### src/rtl/pci_bus_arbiter.sv
// rtl/pci_bus_arbiter.sv - round-robin PCI bus arbiter with unused-grant timeout
module pci_bus_arbiter #(
    parameter int N       = 4,
    parameter int OW      = 2,
    parameter int TIMEOUT = 16
) (
    input  logic          clk,
    input  logic          rst,
    input  logic [N-1:0]  req,
    input  logic          frame,
    input  logic          irdy,
    output logic [N-1:0]  gnt,
    output logic [OW-1:0] owner,
    output logic          bus_busy,
    output logic          timeout_pulse
);

    localparam logic [1:0] ST_IDLE  = 2'd0;
    localparam logic [1:0] ST_GRANT = 2'd1;
    localparam logic [1:0] ST_BUSY  = 2'd2;

    localparam logic [7:0]   CNT_LAST = 8'(TIMEOUT - 1);
    localparam logic [N-1:0] ONE_HOT0 = {{(N-1){1'b0}}, 1'b1};

    logic [1:0]    state;
    logic [OW-1:0] ptr;
    logic [7:0]    cnt;

    logic          bus_idle;
    logic          any_req;
    logic [OW-1:0] winner;
    logic [OW-1:0] owner_next;

    assign bus_idle = frame && irdy;
    assign any_req  = ~&req;

    // First requester at or after ptr, wrapping modulo N.
    always_comb begin : winner_sel
        logic found;
        int   idx;
        winner = ptr;
        found  = 1'b0;
        idx    = 0;
        for (int k = 0; k < N; k++) begin
            idx = int'(ptr) + k;
            if (idx >= N) begin
                idx = idx - N;
            end
            if (!found && !req[idx]) begin
                winner = OW'(idx);
                found  = 1'b1;
            end
        end
    end

    // Served or timed-out owner drops to lowest priority.
    always_comb begin
        if (int'(owner) >= N - 1) begin
            owner_next = '0;
        end else begin
            owner_next = owner + OW'(1);
        end
    end

    always_ff @(posedge clk) begin
        if (rst) begin
            state         <= ST_IDLE;
            ptr           <= '0;
            cnt           <= '0;
            gnt           <= '1;
            owner         <= '0;
            bus_busy      <= 1'b0;
            timeout_pulse <= 1'b0;
        end else begin
            timeout_pulse <= 1'b0;
            case (state)
                ST_IDLE: begin
                    gnt <= '1;
                    if (bus_idle && any_req) begin
                        gnt   <= ~(ONE_HOT0 << winner);
                        owner <= winner;
                        cnt   <= '0;
                        state <= ST_GRANT;
                    end
                end
                ST_GRANT: begin
                    // Transaction start wins over withdrawal and timeout on the same edge.
                    if (!frame) begin
                        gnt      <= '1;
                        ptr      <= owner_next;
                        bus_busy <= 1'b1;
                        state    <= ST_BUSY;
                    end else if (req[owner]) begin
                        gnt   <= '1;
                        state <= ST_IDLE;
                    end else if (cnt == CNT_LAST) begin
                        gnt           <= '1;
                        timeout_pulse <= 1'b1;
                        ptr           <= owner_next;
                        state         <= ST_IDLE;
                    end else begin
                        cnt <= cnt + 8'd1;
                    end
                end
                ST_BUSY: begin
                    gnt <= '1;
                    if (bus_idle) begin
                        bus_busy <= 1'b0;
                        state    <= ST_IDLE;
                    end
                end
                default: begin
                    gnt      <= '1;
                    bus_busy <= 1'b0;
                    state    <= ST_IDLE;
                end
            endcase
        end
    end

endmodule

### config.mk
export PLATFORM = sky130hd
export DESIGN_NAME = pci_bus_arbiter
export DESIGN_NICKNAME = d
export VERILOG_FILES = /design/src/rtl/pci_bus_arbiter.sv
export SDC_FILE = /design/constraint.sdc
export NUM_CORES = 1
export LEC_CHECK = 0
export BUFFER_PORTS_ARGS = -buffer_cell sky130_fd_sc_hd__buf_2
export CORE_ASPECT_RATIO = 1.25
export CORE_MARGIN = 5
export CORE_UTILIZATION = 49
export DETAILED_ROUTE_END_ITERATION = 8
export GPL_TIMING_DRIVEN = 0
export PLACE_DENSITY_LB_ADDON = 0.08
export SLEW_MARGIN = 25
export SYNTH_ARGS = -nofsm -noshare
export SYNTH_HDL_FRONTEND = slang
export SYNTH_SLANG_ARGS = --single-unit
### constraint.sdc
create_clock -name clk -period 1.9 [get_ports clk]
set_clock_uncertainty 0.05 [all_clocks]
set_input_delay 0.38 -clock clk [delete_from_list [all_inputs] [get_ports clk]]
set_output_delay 0.38 -clock clk [all_outputs]
set_load 0.05 [all_outputs]
==> impl_metrics.py <==
metrics = {
    "status": {
        "status": "complete, but fails checks",
        "violations": "setup timing",
    },
    "synth": {
        "synth_nets": 133,
        "yosysUniqueCellTypes": 45,
        "avgSynthCellArea_um2": 8.413,
        "yosys.area.top_type": "dfxtp_1",
        "synth.cell_area_um2": 1035,
        "synthCells": 123,
        "ys_top_cells_by_area": "dfxtp_1, nor2_1, a21oi_1, nand2_1, or4_1",
        "yosys_warnings": 0,
        "yosysTopAreaCellShare_pct": 38.69,
        "yosysSeqAreaShare_pct": 38.69,
        "ys_seq_elements": 20,
    },
    "sta": {
        "setup_viol": 6,
        "maxSlewHeadroom_pct": 52.84,
        "slew_viol_final": 0,
        "rsz0062_at_grt": "yes",
        "min_period_ps": 1939,
        "fin_ws_ps": -39.47,
        "period_share_pct": 102.1,
        "hold_violations": 0,
        "fmax_ghz": 0.5156,
        "worst_pin_slew_ps": 700.9,
        "timing.hold.ws_ps": 344.1,
    },
    "floorplan": {
        "initial_utilization_pct": 51.62,
        "io_pins": 16,
        "core_um2": 2004,
        "die_w_um": 51.10,
        "num_rows": 18,
        "die-area_um2": 3137,
        "die_h_um": 61.38,
    },
    "critical_path": {
        "rr_startpoint": "owner[0]$_SDFFE_PP0P_",
        "end_kind": "flip-flop",
        "reg2reg_slack_ps": -40,
        "required_ps": 2090,
        "crit_start": "owner[0]$_SDFFE_PP0P_",
        "cp.arrival_ps": 2130,
        "path_max_fanout": 6,
        "crit_type": "flip-flop to flip-flop",
        "start_kind": "flip-flop",
    },
    "cts": {
        "clock_latency_ps": 300,
        "hold_buffers": 0,
        "htree_levels": 1,
        "clk_pin_slew_ps": 120,
        "cts_tree": "built",
        "numCtsBuffers": 3,
        "cts_buffer_depth": 2,
        "cts-root-buf": "clkbuf_4",
        "cts_sinks": 20,
    },
    "routing": {
        "vias_per_cell": 6.036,
        "drtAntennaViolNets": 0,
        "vias": 1008,
        "post-route-drc-count": 0,
        "first_iter_violations": 14,
        "post_drt_wl_per_cell_um": 15.16,
        "drt_pre_antenna_iters": 4,
        "routed_wl_um": 2532,
    },
    "grt": {
        "grt_util_met2_pct": 35.17,
        "grt_overflow": 0,
        "grt_first_pass_wirelength_um": 4098,
        "grt_use_met3_pct": 2.421,
        "grt_max_degree": 13,
        "grt_use_total_pct": 17.39,
        "top_usage_layer": "met2",
        "met1_usage_pct": 16.79,
        "antenna_found_initial": 0,
        "first_global_vias": 1011,
    },
    "min_path": {
        "min_from": "frame",
        "hp-class": "input port to flip-flop",
    },
    "finish": {
        "final_nets": 158,
        "layout-drive-gt1-share_pct": 28.57,
        "area_delta_synth_final_pct": 25.03,
        "diodes": 0,
        "fin_util_pct": 64.54,
    },
    "place": {
        "gp_congestion": 0.7495,
        "dpl_worst_slack_ps": -218.7,
        "portBuffers": 14,
        "dpl.hpwl_um": 1784,
    },
    "run": {
        "cap_violations": 0,
    },
    "power": {
        "p_total_uw": 923.8,
        "irDropWorstVdd_uv": 522.5,
        "power.density_nw_per_um2": 714.1,
        "p_leak_nw": 0.4900,
    },
}
[what timing repair did]
item | CTS | global route
endpoints found under the setup margin | 8 | 11
gates resized for setup | 3 | 7
pin swaps | 3 | 3
cloned | 1 | 0
endpoints found under the hold margin | 0 | 0
buffers inserted | 4 | 1
[layout by cell type (no fill, tap or decap), drive strengths merged, types with 2 or more instances in the layout]
master  instances
buf            22
dfxtp          20
nor2           14
nand2          11
a21oi          10
inv             5
o21ai           5
or4             4
nand3           4
clkbuf          4
or2             4
nand2b          3
or3             3
nor4            3
a31oi           2
nand4           2
o31ai           2
nor3b           2
a211oi          2
nor3            2
nor4b           2
o211ai          2
ha              2
[power breakdown]
| group | leakage [nW] | internal [mW] | switching, mW |
|---|---|---|---|
| logic | 0.298 | 0.0529 | 0.0859 |
| clock network | 0.0279 | 0.213 | 0.137 |
| registers | 0.164 | 0.427 | 0.00803 |
| total | 0.490 | 0.693 | 0.231 |
[through the flow]
stage | cells | area, um2 | setup TNS (ps)
6_report | 167 | 1294 | -130.8
3_3_place_gp | 157 | 1141 | -905.1
2_1_floorplan | 123 | 1046 | -115.3
5_1_grt | 167 | 1294 | -841.6
4_1_cts | 166 | 1251 | -46.99
3_5_place_dp | 157 | 1141 | -1478
[worst max-delay path, cell delays in order (launching register included)]
cell      delay, ps
dfxtp_4         370
mux4_2          560
a21oi_4         190
o211ai_4        130
buf_6           160
or3_1           300
a21oi_1         120
[path summary, 6_finish.rpt]
path / to / cells after the start
max: cnt[4]$_SDFFE_PP0P_ / 6
min: timeout_pulse$_SDFF_PP0_ / 3
max reg2reg: cnt[4]$_SDFFE_PP0P_ / 6
min reg2reg: ptr[0]$_SDFFE_PP0P_ / 2
[kinds of logic after synthesis]
logic type,share of synthesized area (%)
multiplexers,3.144
flip-flops,38.69
AO/OA/AOI/OAI,19.23
AND/OR/NAND/NOR,31.44
buffers and inverters,4.232
adder cells (fa/ha/maj),2.418
XOR/XNOR,0.8466
[synth_stat cells, drive strengths merged]
cell type,instances
inv,5
nor4,3
or2b,1
xor2,1
clkdlybuf4s50,1
a31oi,2
dfxtp,20
a21boi,1
o211ai,2
nor2,14
nor4b,2
and3,1
nand3b,1
o2111ai,1
or4,4
o32ai,1
mux2i,1
a21oi,10
nor3,2
clkbuf,1
or2,4
and4,1
nand2,11
buf,2
nand4,2
nand3,4
and2b,1
a32oi,1
or3,3
a21o,1
mux4,1
o21bai,1
nor3b,2
a2bb2oi,1
o21ai,5
a211oi,2
o31ai,2
ha,2
nand2b,3
[registers in the layout, summed over array words and instances, names as in the netlist]
register	count
ptr	2
gnt	4
state	2
bus_busy	1
owner	2
timeout_pulse	1
cnt	8
[routing by layer]
metal	wire (um)	part of all wire, %	up-vias
met2	1394	55	20
met3	83	3.3	7
met1	996	39	483
met5	0	0	-
li1	-	-	498
met4	57	2.3	0
[layout make-up]
cell class | instances | area (um2)
buffer | 4 | 31.28
clock buffer | 3 | 22.52
clock inverter | 1 | 30.03
fill | 181 | 710.7
inverter | 5 | 18.77
multi-input combinational | 94 | 646.9
sequential | 20 | 406.6
tap | 20 | 25.02
timing repair buffer | 20 | 112.6
(Power assumes the default switching activity.)
